--- config.mk ---
export PLATFORM = sky130hd
export DESIGN_NAME = mem_port_arbiter
export DESIGN_NICKNAME = d
export VERILOG_FILES = /design/src/rtl/mem_port_arbiter_pkg.sv /design/src/rtl/arb_bus_mux.sv /design/src/rtl/mem_port_arbiter.sv
export SDC_FILE = /design/constraint.sdc
export NUM_CORES = 1
export LEC_CHECK = 0
export BUFFER_PORTS_ARGS = -buffer_cell sky130_fd_sc_hd__buf_4
export CAP_MARGIN = 20
export CORE_ASPECT_RATIO = 0.6
export CORE_UTILIZATION = 30
export DETAILED_ROUTE_END_ITERATION = 8
export GPL_ROUTABILITY_DRIVEN = 1
export PLACE_DENSITY = 0.59
export SLEW_MARGIN = 0
export SYNTH_ARGS = -nofsm -noshare
export SYNTH_HDL_FRONTEND = slang
export SYNTH_SLANG_ARGS = --single-unit
--- constraint.sdc ---
create_clock -name clk -period 3.16 [get_ports clk]
set_input_delay 0.474 -clock clk [delete_from_list [all_inputs] [get_ports clk]]
set_output_delay 0.474 -clock clk [all_outputs]
set_load 0.01 [all_outputs]
--- src/rtl/mem_port_arbiter_pkg.sv ---
// Shared types and constants for the unified memory port arbiter.
// State encodings, pipeline stall bit positions and the stall mask helper.
package mem_port_arbiter_pkg;

    typedef enum logic [1:0] {
        ARB_IDLE    = 2'd0,
        ARB_IF_BUSY = 2'd1,
        ARB_ME_BUSY = 2'd2
    } arb_state_t;

    localparam int STALL_PC    = 0;
    localparam int STALL_IF_ID = 1;
    localparam int STALL_ID_EX = 2;
    localparam int STALL_EX_ME = 3;
    localparam int STALL_ME_WB = 4;

    localparam logic [31:0] ZERO_WORD = 32'h0000_0000;

    // Holds every pipeline register from the PC up to and including 'last'.
    function automatic logic [4:0] stall_through(input int last);
        return 5'((1 << (last + 1)) - 1);
    endfunction

endpackage

--- src/rtl/arb_bus_mux.sv ---
// Latches the winning requester's address/data/mask onto the memory bus and
// holds them steady until the bus completes the transfer.
module arb_bus_mux
    import mem_port_arbiter_pkg::*;
(
    input  logic        clk,
    input  logic        rst,
    input  logic        grant_if,
    input  logic        grant_me,
    input  logic        release_bus,
    input  logic [31:0] if_addr,
    input  logic        me_we,
    input  logic [31:0] me_addr,
    input  logic [31:0] me_wdata,
    input  logic [3:0]  me_wmask,
    output logic        mem_valid,
    output logic        mem_we,
    output logic [31:0] mem_addr,
    output logic [31:0] mem_wdata,
    output logic [3:0]  mem_wmask
);

    always_ff @(posedge clk) begin
        if (rst) begin
            mem_valid <= 1'b0;
            mem_we    <= 1'b0;
            mem_addr  <= ZERO_WORD;
            mem_wdata <= ZERO_WORD;
            mem_wmask <= 4'b0000;
        end else if (grant_me) begin
            mem_valid <= 1'b1;
            mem_we    <= me_we;
            mem_addr  <= me_addr;
            mem_wdata <= me_we ? me_wdata : ZERO_WORD;
            mem_wmask <= me_we ? me_wmask : 4'b0000;
        end else if (grant_if) begin
            mem_valid <= 1'b1;
            mem_we    <= 1'b0;
            mem_addr  <= if_addr;
            mem_wdata <= ZERO_WORD;
            mem_wmask <= 4'b0000;
        end else if (release_bus) begin
            // Fields stay latched; only the request is withdrawn.
            mem_valid <= 1'b0;
        end
    end

endmodule

--- src/rtl/mem_port_arbiter.sv ---
// Arbitrates the single memory bus between instruction fetch and data access,
// sequencing transfers and driving pipeline hold/bubble controls meanwhile.
module mem_port_arbiter
    import mem_port_arbiter_pkg::*;
#(
    parameter int ME_MAX_BURST = 4
) (
    input  logic        clk,
    input  logic        rst,
    input  logic        if_req,
    input  logic [31:0] if_addr,
    input  logic        if_flush,
    output logic        if_done,
    output logic [31:0] if_rdata,
    input  logic        me_req,
    input  logic        me_we,
    input  logic [31:0] me_addr,
    input  logic [31:0] me_wdata,
    input  logic [3:0]  me_wmask,
    output logic        me_done,
    output logic [31:0] me_rdata,
    output logic        mem_valid,
    output logic        mem_we,
    output logic [31:0] mem_addr,
    output logic [31:0] mem_wdata,
    output logic [3:0]  mem_wmask,
    input  logic        mem_ready,
    input  logic [31:0] mem_rdata,
    output logic [4:0]  stall,
    output logic        wb_bubble,
    output logic        id_bubble
);

    localparam int         BURST_W       = $clog2(ME_MAX_BURST + 1);
    localparam logic [4:0] STALL_ME_MASK = stall_through(STALL_EX_ME);
    localparam logic [4:0] STALL_IF_MASK = stall_through(STALL_IF_ID);

    arb_state_t         state;
    logic [BURST_W-1:0] burst;
    logic               drop;
    logic               starve;
    logic               grant_me;
    logic               grant_if;
    logic               complete;

    // Once ME has won ME_MAX_BURST times in a row over a waiting IF, IF goes next.
    assign starve   = if_req && (burst == BURST_W'(ME_MAX_BURST));
    assign grant_me = (state == ARB_IDLE) && me_req && !starve;
    assign grant_if = (state == ARB_IDLE) && !grant_me && if_req && !if_flush;
    assign complete = (state != ARB_IDLE) && mem_ready;

    arb_bus_mux u_bus_mux (
        .clk         (clk),
        .rst         (rst),
        .grant_if    (grant_if),
        .grant_me    (grant_me),
        .release_bus (complete),
        .if_addr     (if_addr),
        .me_we       (me_we),
        .me_addr     (me_addr),
        .me_wdata    (me_wdata),
        .me_wmask    (me_wmask),
        .mem_valid   (mem_valid),
        .mem_we      (mem_we),
        .mem_addr    (mem_addr),
        .mem_wdata   (mem_wdata),
        .mem_wmask   (mem_wmask)
    );

    always_ff @(posedge clk) begin
        if (rst) begin
            state    <= ARB_IDLE;
            burst    <= '0;
            drop     <= 1'b0;
            if_done  <= 1'b0;
            me_done  <= 1'b0;
            if_rdata <= ZERO_WORD;
            me_rdata <= ZERO_WORD;
        end else begin
            if_done <= 1'b0;
            me_done <= 1'b0;
            case (state)
                ARB_IDLE: begin
                    if (grant_me) begin
                        state <= ARB_ME_BUSY;
                        burst <= if_req ? burst + BURST_W'(1) : '0;
                    end else if (grant_if) begin
                        state <= ARB_IF_BUSY;
                        burst <= '0;
                        drop  <= 1'b0;
                    end
                end
                ARB_IF_BUSY: begin
                    // A flushed fetch still finishes on the bus; its result is discarded.
                    if (if_flush) begin
                        drop <= 1'b1;
                    end
                    if (mem_ready) begin
                        state <= ARB_IDLE;
                        if (!(drop || if_flush)) begin
                            if_done  <= 1'b1;
                            if_rdata <= mem_rdata;
                        end
                    end
                end
                ARB_ME_BUSY: begin
                    if (mem_ready) begin
                        state    <= ARB_IDLE;
                        me_done  <= 1'b1;
                        me_rdata <= mem_rdata;
                    end
                end
                default: state <= ARB_IDLE;
            endcase
        end
    end

    always_comb begin
        stall     = 5'b00000;
        wb_bubble = 1'b0;
        id_bubble = 1'b0;
        if ((me_req || state == ARB_ME_BUSY) && !me_done) begin
            stall     = STALL_ME_MASK;
            wb_bubble = 1'b1;
        end else if ((if_req || state == ARB_IF_BUSY) && !if_done) begin
            stall     = STALL_IF_MASK;
            id_bubble = 1'b1;
        end
    end

endmodule

---- Yosys cells after proc, flatten, opt, wreduce, memory -nomap -nowiden ----
Index checks and enable logic that the tools add are counted.
Widths: inputs -> output; s select.
word-level totals
  flip-flop bits (word level) ............. 142
  input port bits ......................... 139
  output and inout bits ................... 143
  word-level logic and storage cells ...... 85
operators by class
  add/subtract/negate cells ............... 1
  eq/ne operators ......................... 8
  muxes and demuxes ....................... 30
  bitwise gates (word level) .............. 4
  reduce and logical (&&, ||, !) cells .... 30
operator list
  operator             number
  $mux 32              5
  $mux 4               4
  $mux 1               12
  $logic_and 1x1->1    9
  $mux 3               3
  $mux 2               4
  $ne 2x2->1 const B   3
  $reduce_and 2->1     3
  $reduce_bool 2->1    3
  $logic_not 1->1      5
  $not 1->1            4
  $pmux 2 s2           1
  $reduce_and 4->1     1
  $reduce_or 2->1      2
  $add 3x1->3 const B  1
  $eq 3x3->1 const B   1
  $logic_or 1x1->1     3
  $ne 3x3->1 const B   1
  $reduce_and 3->1     1
  $reduce_bool 3->1    1
  $reduce_or 3->1      1
  $eq 2x1->1 const B   1
  $eq 2x2->1 const B   1
  $logic_not 2->1      1
  2 further kinds      2

---- Logic depth before layout (Yosys ltp) ----
Gate-level depths: netlist of the first run.
  depth after elaboration ................. 11
  depth in mapped cells ................... 8
  gate-level depth less buffers ........... 6

---- Modules after synthesis ----
Synthesis of the first run repeated with hierarchy kept, for this count alone.
second synthesis, totals
  cells, all modules ...................... 659
  area total of the unflattened synthesis .. 5824.3 um^2
by module, submodules not included
  module            instances  cells each  area an instance (um^2)  seq. area each (um^2)
  arb_bus_mux       1          316         3108.0                   1401.3
  mem_port_arbiter  1          343         2716.4                   1441.4

---- Least setup slack after synthesis of the first run ----
Ideal clock, no wire load.
  path type ............................... flip-flop to flip-flop
  start ................................... register state[0]
  end ..................................... register u_bus_mux.mem_wdata[10]
  setup time .............................. 0.128 ns
  arrival ................................. 1.508 ns
  required time ........................... 3.032 ns
  slack ................................... 1.524 ns
  stages on the path, launching flop included .. 9
  buffers on the path ..................... 2
  period minus slack after synthesis ...... 1.636 ns
  cells stage by stage .................... dfxtp_1 -> inv_1 -> ha_1 -> and2_2 -> and3_1 -> buf_4 -> buf_6 -> a22oi_1 -> nor2_1
between the ends
  word-level cells in the longest chain between the ends .. 8
  elaborated cells on any way between the ends .. 9
  those cells by class .................... 1 x mux; 8 x reduce/logical
ends and longest elaborated chain
  item                                line                                            RTL
  from (decl)                         mem_port_arbiter.sv:38                          arb_state_t state;
  from (signal assigned)              mem_port_arbiter.sv:72                          state <= ARB_IDLE;
  from (signal assigned)              mem_port_arbiter.sv:85                          state <= ARB_ME_BUSY;
  from (signal assigned)              mem_port_arbiter.sv:88                          state <= ARB_IF_BUSY;
  $logic_not 2->1 *                   mem_port_arbiter.sv:48, mem_port_arbiter.sv:49
  $logic_and 1x1->1 (2 in series)     mem_port_arbiter.sv:48                          assign grant_me = (state == ARB_IDLE) && me_req && !starve;
  $logic_not 1->1                     mem_port_arbiter.sv:49                          assign grant_if = (state == ARB_IDLE) && !grant_me && if_req && !if_flush;
  $logic_and 1x1->1 (3 in series)     mem_port_arbiter.sv:49
  $reduce_bool 2->1 (no source line)  -
  to (signal assigned)                arb_bus_mux.sv:34                               mem_wdata <= me_we ? me_wdata : ZERO_WORD;
  to (decl)                           arb_bus_mux.sv:19                               output logic [31:0] mem_wdata,
Every way passes the cells marked *; elsewhere a longest branch is shown, timed or not.
A chain may end at the register's enable or synchronous reset.

---- Final worst setup path of the first run ----
  start ................................... register state[0]
  end ..................................... register u_bus_mux.mem_addr[28]
between the ends
  word-level cells in the longest chain between the ends .. 8
  elaborated cells on any way between the ends .. 9
  those cells by class .................... 1 x mux; 8 x reduce/logical
ends and longest elaborated chain
  item                                line                                            RTL
  $logic_not 2->1 *                   mem_port_arbiter.sv:48, mem_port_arbiter.sv:49
  $logic_and 1x1->1 (2 in series)     mem_port_arbiter.sv:48
  $logic_not 1->1                     mem_port_arbiter.sv:49
  $logic_and 1x1->1 (3 in series)     mem_port_arbiter.sv:49
  $reduce_bool 2->1 (no source line)  -
  to (signal assigned)                arb_bus_mux.sv:33                               mem_addr <= me_addr;
  to (signal assigned)                arb_bus_mux.sv:39                               mem_addr <= if_addr;
  to (decl)                           arb_bus_mux.sv:18                               output logic [31:0] mem_addr,
Marks and branches as above.

==> results.toml, run 1 <==
[status]
outcome = "finished clean"

[yosys]
syn_area_um2 = 5169
synthArstFlopShare = 0
syn_inst = 610
ys.flop_type = "dfxtp_1"
synth-warning-count = 0
postSynthNetCount = 754
synth_top_cell_by_area = "dfxtp_1"
ys_types = 34
synth_edf_count = 0
yosys-top-cells-area = "dfxtp_1 55%, nand2_1 9.7%, a21oi_1 6.7%"
ys_seq_area_frac = 0.5500
yosys_register_bits = 142
avgSynthCellArea_um2 = 8.473
synth_top_area_share = 0.5500

[global_route]
use_met1 = 0.2543
grt_pass1_vias = 4911
met3_usage = 0.06611
antenna_found_initial = 0
grt_usage = 0.1910
busiest_layer = "met2"
grt_pass1_wl_mm = 26.77
grt_use_met2 = 0.2909
grt-ovfl-total = 0
grt_max_degree = 52

[floorplanning]
die-area_um2 = 17780
placementRows = 36
core-area_um2 = 16530
ioPinCount = 282
dieHeight_um = 103.7
initial_core_util = 0.3127
die-width_um = 171.5

[drt]
vias = 5149
wl_per_cell_um = 15.30
drc = 0
first_pass_iters = 5
viasPerCell = 4.639
drt-total-wl_mm = 16.99
antenna_left = 0
drtIter0Drc = 302

[sta]
slew_viol_final = 0
finalCriticalPeriod_ns = 2.153
fin_crit_sh = 0.6814
skew_ns = 0.008735
tns_ns = 0
worst_pin_slew_ns = 0.6551
layout_setup_ws_ns = 1.007
finalHoldViolations = 0
setup_viol = 0
rsz0062_at_grt = "no"
relSlewSlack = 0.5614
max_freq_mhz = 464.5

[clock_network]
cts_tree = "built"
cts_buffer_depth = 2
numCtsBuffers = 17
clock_latency_ns = 0.41
cts-root-buf = "clkbuf_16"
cts-htree-levels = 4
cts.clk_slew.worst_paths_ns = 0.07
cts_hold_buf = 0
clock-sinks = 142
post-cts-setup-buffers = 0
cts-resized-gates = 0

[critical_path]
slowest_stage = "nand2_1"
max_stage_delay_ns = 0.41
crit_type = "reg -> reg"
path_max_fanout = 20
critical_path.startpoint_type = "flip-flop"
crit_required_ns = 3.48
r2r_setup_slack_ns = 1.01
cp-end-kind = "flip-flop"
crit_arrival_ns = 2.47
critical_path.top_delay_family = "simple AND/OR/NAND/NOR gates"
worstPathCellList = "inv_1 > ha_1 > and2_2 > nand2_1 > buf_4 > o22ai_1 > nor3_1"
crit_buf_inv = 2

[job]
max-cap-violations = 0

[pwr]
worst_ir_drop_vdd_mv = 0.3081
leakage_nw = 3.505
p_per_area_nw_per_um2 = 586.5

[finish]
n_fill_cell = 1642
seqCellArea_um2 = 2843
drive_above_1_share = 0.3730
antennaDiodeCount = 0
area_growth_pct = 54.47
multi_input_area_um2 = 2032
fin_cells = 1110
nNetsFinal = 1013

[placed_design]
preCtsSetupSlack_ns = 1.046
dp_cells = 1078
detailed_place_hpwl_mm = 12.20
gp_congestion = 0.7407
io_buffers = 280

[min_path]
hold_class = "in -> reg"
cells in the final DEF, fill, tap and decap left out:
master      count
buf_4         291
mux2_2          1
nor3_1         32
a22oi_1        36
nor4b_4         1
nor3b_1         1
o21bai_1        1
clkbuf_16      17
a22o_1          2
inv_1           6
a21o_1          2
nand2b_1        1
and3_1          1
conb_1          1
nand4b_1        1
a21boi_4        1
bufinv_16       1
or4b_1          1
ha_1            5
clkinv_4        5
a21oi_1        69
and2_2          1
nor2b_1         1
nand3_1         3
o21ai_0         4
and2_1          1
inv_6           3
o22ai_1        33
clkinvlp_4      2
nand3b_1        1
inv_8           1
nor2_1         75
nand2_1       133
clkbuf_8        3
dfxtp_1       142
a211oi_1        1
buf_12          1
inv_2           1
per-layer routing:
metal,vias to the layer above,wire (µm)
met5,-,0
met4,0,177
met3,12,1514
met2,187,7567
met1,2359,7726
li1,2591,-
synth_stat cells, drive strengths merged, types with 2 or more instances:
cell and number:
nor3 32, dfxtp 142, nor2 75, a21oi 69, inv 7, a21o 2
buf 29, nand2 133, nand3 3, ha 5, and2 2, o22ai 33
o21ai 4, clkbuf 23, a22o 2, a22oi 36
state kept, by name (all words and copies together) (netlist names), 2 cells and up:
register,flops
burst,3
if_rdata,32
me_rdata,32
state,2
u_bus_mux.mem_addr,32
u_bus_mux.mem_wdata,32
u_bus_mux.mem_wmask,4
layout make-up:
class / count / share of cell area
sequential: 142 / 0.3561
timing repair buffer: 292 / 0.2761
multi-input combinational: 409 / 0.2545
clock buffer: 20 / 0.05845
tap: 228 / 0.03573
clock inverter: 12 / 0.01583
inverter: 7 / 0.003291
where the power goes:
group	leakage (nW)	internal (mW)	total, mW	switching (mW)
sequential	1.16	1.90	1.95	0.0562
combinational	2.06	0.360	0.737	0.377
clock	0.286	1.17	1.99	0.825
cell families (layout without fill, tap and decap cells):
| family | after synthesis | after routing | synth area share |
|---|---|---|---|
| simple gates | 253 | 253 | 0.2007 |
| compound gates | 149 | 149 | 0.1736 |
| flops | 142 | 142 | 0.5500 |
| buf+inv | 59 | 331 | 0.06076 |
| fa+ha+maj | 5 | 5 | 0.01210 |
| other cells | 1 | 1 | 0.0007255 |
| mux | 1 | 1 | 0.002178 |
through the flow:
step | util | hold WS [ns] | total power, mW | instance area, µm²
after global routing | 0.4830 | 0.3089 | 4.903 | 7984
after detailed placement | 0.4471 | 0.4477 | 2.736 | 7391
final | 0.4830 | 0.3141 | 4.683 | 7984
after CTS | 0.4830 | 0.2987 | 4.742 | 7984
after global placement | 0.4471 | 0.4443 | 2.734 | 7391
after floorplan | - | 0.4486 | 2.349 | 5169
worst min-delay path, delay by kind of cell:
kind | cells | cell delay [ns]
buf+inv | 1 | 0.08
simple gates | 1 | 0.07
compound gates | 1 | 0.06
final timing paths:
path | start | to | cells after the start
setup / recovery | state[0] | u_bus_mux.mem_addr[28] | 7
hold / removal | me_wdata[14] | u_bus_mux.mem_wdata[14] | 3
setup reg to reg | state[0] | u_bus_mux.mem_addr[28] | 7
hold reg to reg | me_rdata[22] | me_rdata[22] | 2
No activity file was read; power rests on OpenSTA's default activity.
==> run 2, diff against run 1 <==
Clock period 3.16 ns to 2.1 ns, I/O delays scaled along.
==> run 2 against run 1 <==
  * Non-clock buffer count is 5 higher
  * Worst hold slack lost 0.17 ns
  * Clock skew is 0.0051 ns higher
  * Sequential share of layout area is 0.18 points lower
  * Core utilization increased by 0.25 points
  * Critical path depth fell by 2
  * Critical path type is now reg -> out
  * Largest power group is now sequential cells
==> results.toml, run 2 (synthesized netlist as in run 1, its figures left out) <==
[finish]
nNetsFinal = 1018
final_common_cell = "buf_4"
fin_util = 0.4855
most-common-layout-cells = "293 x buf_4, 142 x dfxtp_1, 133 x nand2_1, 75 x nor2_1, 69 x a21oi_1"
n_fill_cell = 1654
antennaDiodeCount = 0
drive_above_1_share = 0.3766
fin_cells = 1115
final_area_um2 = 8025
area_growth_pct = 55.27

[clock_network]
cts-htree-levels = 4
cts-resized-gates = 0
cts_buffer_depth = 2
cts.clk_slew.worst_paths_ns = 0.07
clock_latency_ns = 0.41
cts_tree = "built"
cts_hold_buf = 0
cts-root-buf = "clkbuf_16"
clock-sinks = 142
post-cts-setup-buffers = 0
numCtsBuffers = 17

[pwr]
total_power_mw = 6.969
worst_ir_drop_vdd_mv = 0.4908
leakage_nw = 3.527
p_per_area_nw_per_um2 = 868.4

[floorplanning]
initial_core_util = 0.3127
placementRows = 36
ioPinCount = 282
core-area_um2 = 16530
die-area_um2 = 17780
dieHeight_um = 103.7
die-width_um = 171.5

[placed_design]
gp_congestion = 0.7417
detailed_place_hpwl_mm = 12.09
placed_area_um2 = 7466
preCtsSetupSlack_ns = 0.3098
dp_cells = 1083
io_buffers = 280

[drt]
viasPerCell = 4.613
drc = 0
drt-total-wl_mm = 17.05
wl_per_cell_um = 15.29
first_pass_iters = 4
drtIter0Drc = 324
antenna_left = 0
vias = 5144

[critical_path]
crit_arrival_ns = 1.61
crit_type = "reg -> out"
critical_path.startpoint_type = "flip-flop"
path_max_fanout = 5
cp-end-kind = "primary output"
crit_required_ns = 1.78

[sta]
layout_setup_ws_ns = 0.1797
finalHoldViolations = 0
fin_crit_sh = 0.9144
max_freq_mhz = 520.7
tns_ns = 0
finalCriticalPeriod_ns = 1.920
slew_viol_final = 0
rsz0062_at_grt = "no"
setup_viol = 0
skew_ns = 0.01381
fin_hold_ws_ns = 0.1417

[global_route]
grt_max_degree = 74
grt_usage = 0.1918
grt_pass1_wl_mm = 26.72
grt-ovfl-total = 0
grt_pass1_vias = 4954
antenna_found_initial = 0

[status]
outcome = "finished clean"

[min_path]
hold_class = "in -> reg"

[job]
max-cap-violations = 0
-- run 2: layout make-up --
cell class,instances,area [µm²],area share
tap,228,285.3,0.03555
clock inverter,14,120.1,0.01497
clock buffer,18,439.2,0.05472
timing repair buffer,297,2280,0.2841
inverter,7,26.28,0.003274
multi-input combinational,409,2032,0.2532
sequential,142,2843,0.3542
-- run 2: critical path, stage by stage (launching register included) --
cell      delay (ns)
dfxtp_1         0.35
inv_1           0.07
ha_1            0.25
o21bai_1        0.22
o21ai_0         0.15
buf_4           0.17
-- run 2: path summary, 6_finish.rpt --
| kind | slack [ns] | to | cells after the start | startpoint |
|---|---|---|---|---|
| hold / removal | 0.14 | u_bus_mux.mem_wdata[6] | 3 | me_wdata[6] |
| setup / recovery | 0.18 | stall[0] | 5 | state[1] |
| setup reg to reg | 0.30 | u_bus_mux.mem_addr[23] | 7 | state[0] |
| hold reg to reg | 0.45 | me_rdata[24] | 2 | me_rdata[24] |
-- run 2: where the power goes --
group,leakage [nW],switching [mW],total [mW],internal [mW]
Clock,0.269,1.31,2.89,1.58
Sequential,1.16,0.0841,2.94,2.85
Combinational,2.10,0.572,1.14,0.568
Total,3.53,1.96,6.97,5.01
-- run 2: routing by layer --
layer  up-vias  global-route usage  wire [µm]
met4         0             0.05931        132
li1       2601                   -          -
met3         9             0.06687       1501
met1      2352              0.2579       7987
met5         -                   0          0
met2       182              0.2854       7424
==> run 3, diff against run 2 <==
Settings changed: SETUP_SLACK_MARGIN set to 0.4, SLEW_MARGIN 0 to not set.
==> run 3 against run 2 <==
  * Count of clock-buffer cells in the layout stayed put
  * Setup slack improved by 0.20 ns
  * Sequential share of layout area decreased by 0.58 points
  * Final area up 1.9%
  * Via count up 0.19%
  * Flip-flop and latch count did not move
==> results.toml, run 3 (synthesized netlist as in run 1, its figures left out) <==
[clock_network]
clock_latency_ns = 0.42
cts.clk_slew.worst_paths_ns = 0.07
cts-root-buf = "clkbuf_16"
cts-htree-levels = 4
numCtsBuffers = 17
clock-sinks = 142
cts_tree = "built"
cts_buffer_depth = 2

[sta]
rsz0062_at_grt = "yes"
slew_viol_final = 0
finalHoldViolations = 0
skew_ns = 0.01350
fin_crit_sh = 0.8191
max_freq_mhz = 581.3
tns_ns = 0
setup_viol = 0
finalCriticalPeriod_ns = 1.720

[global_route]
grt_pass1_wl_mm = 26.85
antenna_found_initial = 0
grt_max_degree = 74
grt-ovfl-total = 0
grt_pass1_vias = 4990
grt_usage = 0.1927

[floorplanning]
dieHeight_um = 103.7
ioPinCount = 282
initial_core_util = 0.3127
die-width_um = 171.5
placementRows = 36
die-area_um2 = 17780
core-area_um2 = 16530

[status]
outcome = "finished clean"

[drt]
viasPerCell = 4.610
vias = 5154
wl_per_cell_um = 15.28
drc = 0
first_pass_iters = 4
antenna_left = 0
drt-total-wl_mm = 17.09
drtIter0Drc = 307

[critical_path]
crit_type = "reg -> out"
max_stage_delay_ns = 0.33
worstPathCellList = "buf_6 > ha_4 > o21bai_4 > o21ai_2 > buf_4"
slowest_stage = "dfxtp_2"
crit_arrival_ns = 1.41
critical_path.startpoint_type = "flip-flop"
path_max_fanout = 5
crit_required_ns = 1.78
cp-end-kind = "primary output"

[finish]
most-common-layout-cells = "291 x buf_4, 140 x dfxtp_1, 133 x nand2_1, 72 x nor2_1, 69 x a21oi_1"
final_common_cell = "buf_4"
final_area_um2 = 8174
antennaDiodeCount = 0
nNetsFinal = 1021
area_growth_pct = 58.15
fin_util = 0.4945
n_fill_cell = 1646
drive_above_1_share = 0.3944

[placed_design]
placed_area_um2 = 7466
io_buffers = 280
gp_congestion = 0.7417
detailed_place_hpwl_mm = 12.09

[job]
max-cap-violations = 0

[pwr]
leakage_nw = 3.572
total_power_mw = 7.023
p_per_area_nw_per_um2 = 859.2
worst_ir_drop_vdd_mv = 0.4683

[min_path]
hold_class = "in -> reg"
[run 3: changes by cell type in the layout (fill, tap and decap cells not counted), sizes merged]
cell	previous run	this run
buf	297	300
[run 3: final timing paths]
path	startpoint	endpoint	slack, ns	cells past startpoint
setup reg to reg	state[1]	if_rdata[4]	0.48	6
hold reg to reg	if_rdata[6]	if_rdata[6]	0.46	2
hold / removal	me_wdata[15]	u_bus_mux.mem_wdata[15]	0.14	3
setup / recovery	state[0]	stall[0]	0.38	5
[run 3: worst max-delay path: cells and delay by family (launching register included)]
kind,cells,cell delay (ns)
flip-flops,1,0.33
buffers and inverters,2,0.26
AO/OA/AOI/OAI,2,0.24
adder cells (fa/ha/maj),1,0.17
[run 3: per-layer routing]
| metal | vias up | routed length [µm] | track usage |
|---|---|---|---|
| li1 | 2607 | - | - |
| met1 | 2364 | 7981 | 0.2572 |
| met2 | 172 | 7451 | 0.2874 |
| met3 | 11 | 1516 | 0.06916 |
| met4 | 0 | 139 | 0.05995 |
| met5 | - | 0 | 0 |
[run 3: report_power, final]
group / total [mW] / switching [mW] / internal, mW
Clock: 2.89 / 1.30 / 1.58
Combinational: 1.20 / 0.589 / 0.606
Sequential: 2.94 / 0.0867 / 2.85
[run 3: area by class of cell]
type	count	area (µm²)	share of cell area
repair buffers	300	2338	0.2861
clock inverters	14	120.1	0.01469
inverters	7	26.28	0.003214
clock buffers	18	439.2	0.05373
flip-flops and latches	142	2848	0.3484
multi-input cells	409	2117	0.2590
well taps	228	285.3	0.03490
[run 3: timing repair]
action                     in CTS  in global routing
pin swaps                       3                  3
resized for setup              16                 16
hold buffers                    0                  0
buffers inserted                1                  2
setup endpoints to repair      77                100
[run 3: metrics by stage]
| stage | setup WS, ns | instances | hold slack, ns |
|---|---|---|---|
| 6_report | 0.3798 | 1118 | 0.1440 |
| 3_3_place_gp | 0.3603 | 1083 | 0.4425 |
| 2_1_floorplan | 0.4640 | 610 | 0.4486 |
| 4_1_cts | 0.3573 | 1116 | 0.1281 |
| 5_1_grt | 0.3196 | 1118 | 0.1386 |
| 3_5_place_dp | 0.3098 | 1083 | 0.4478 |
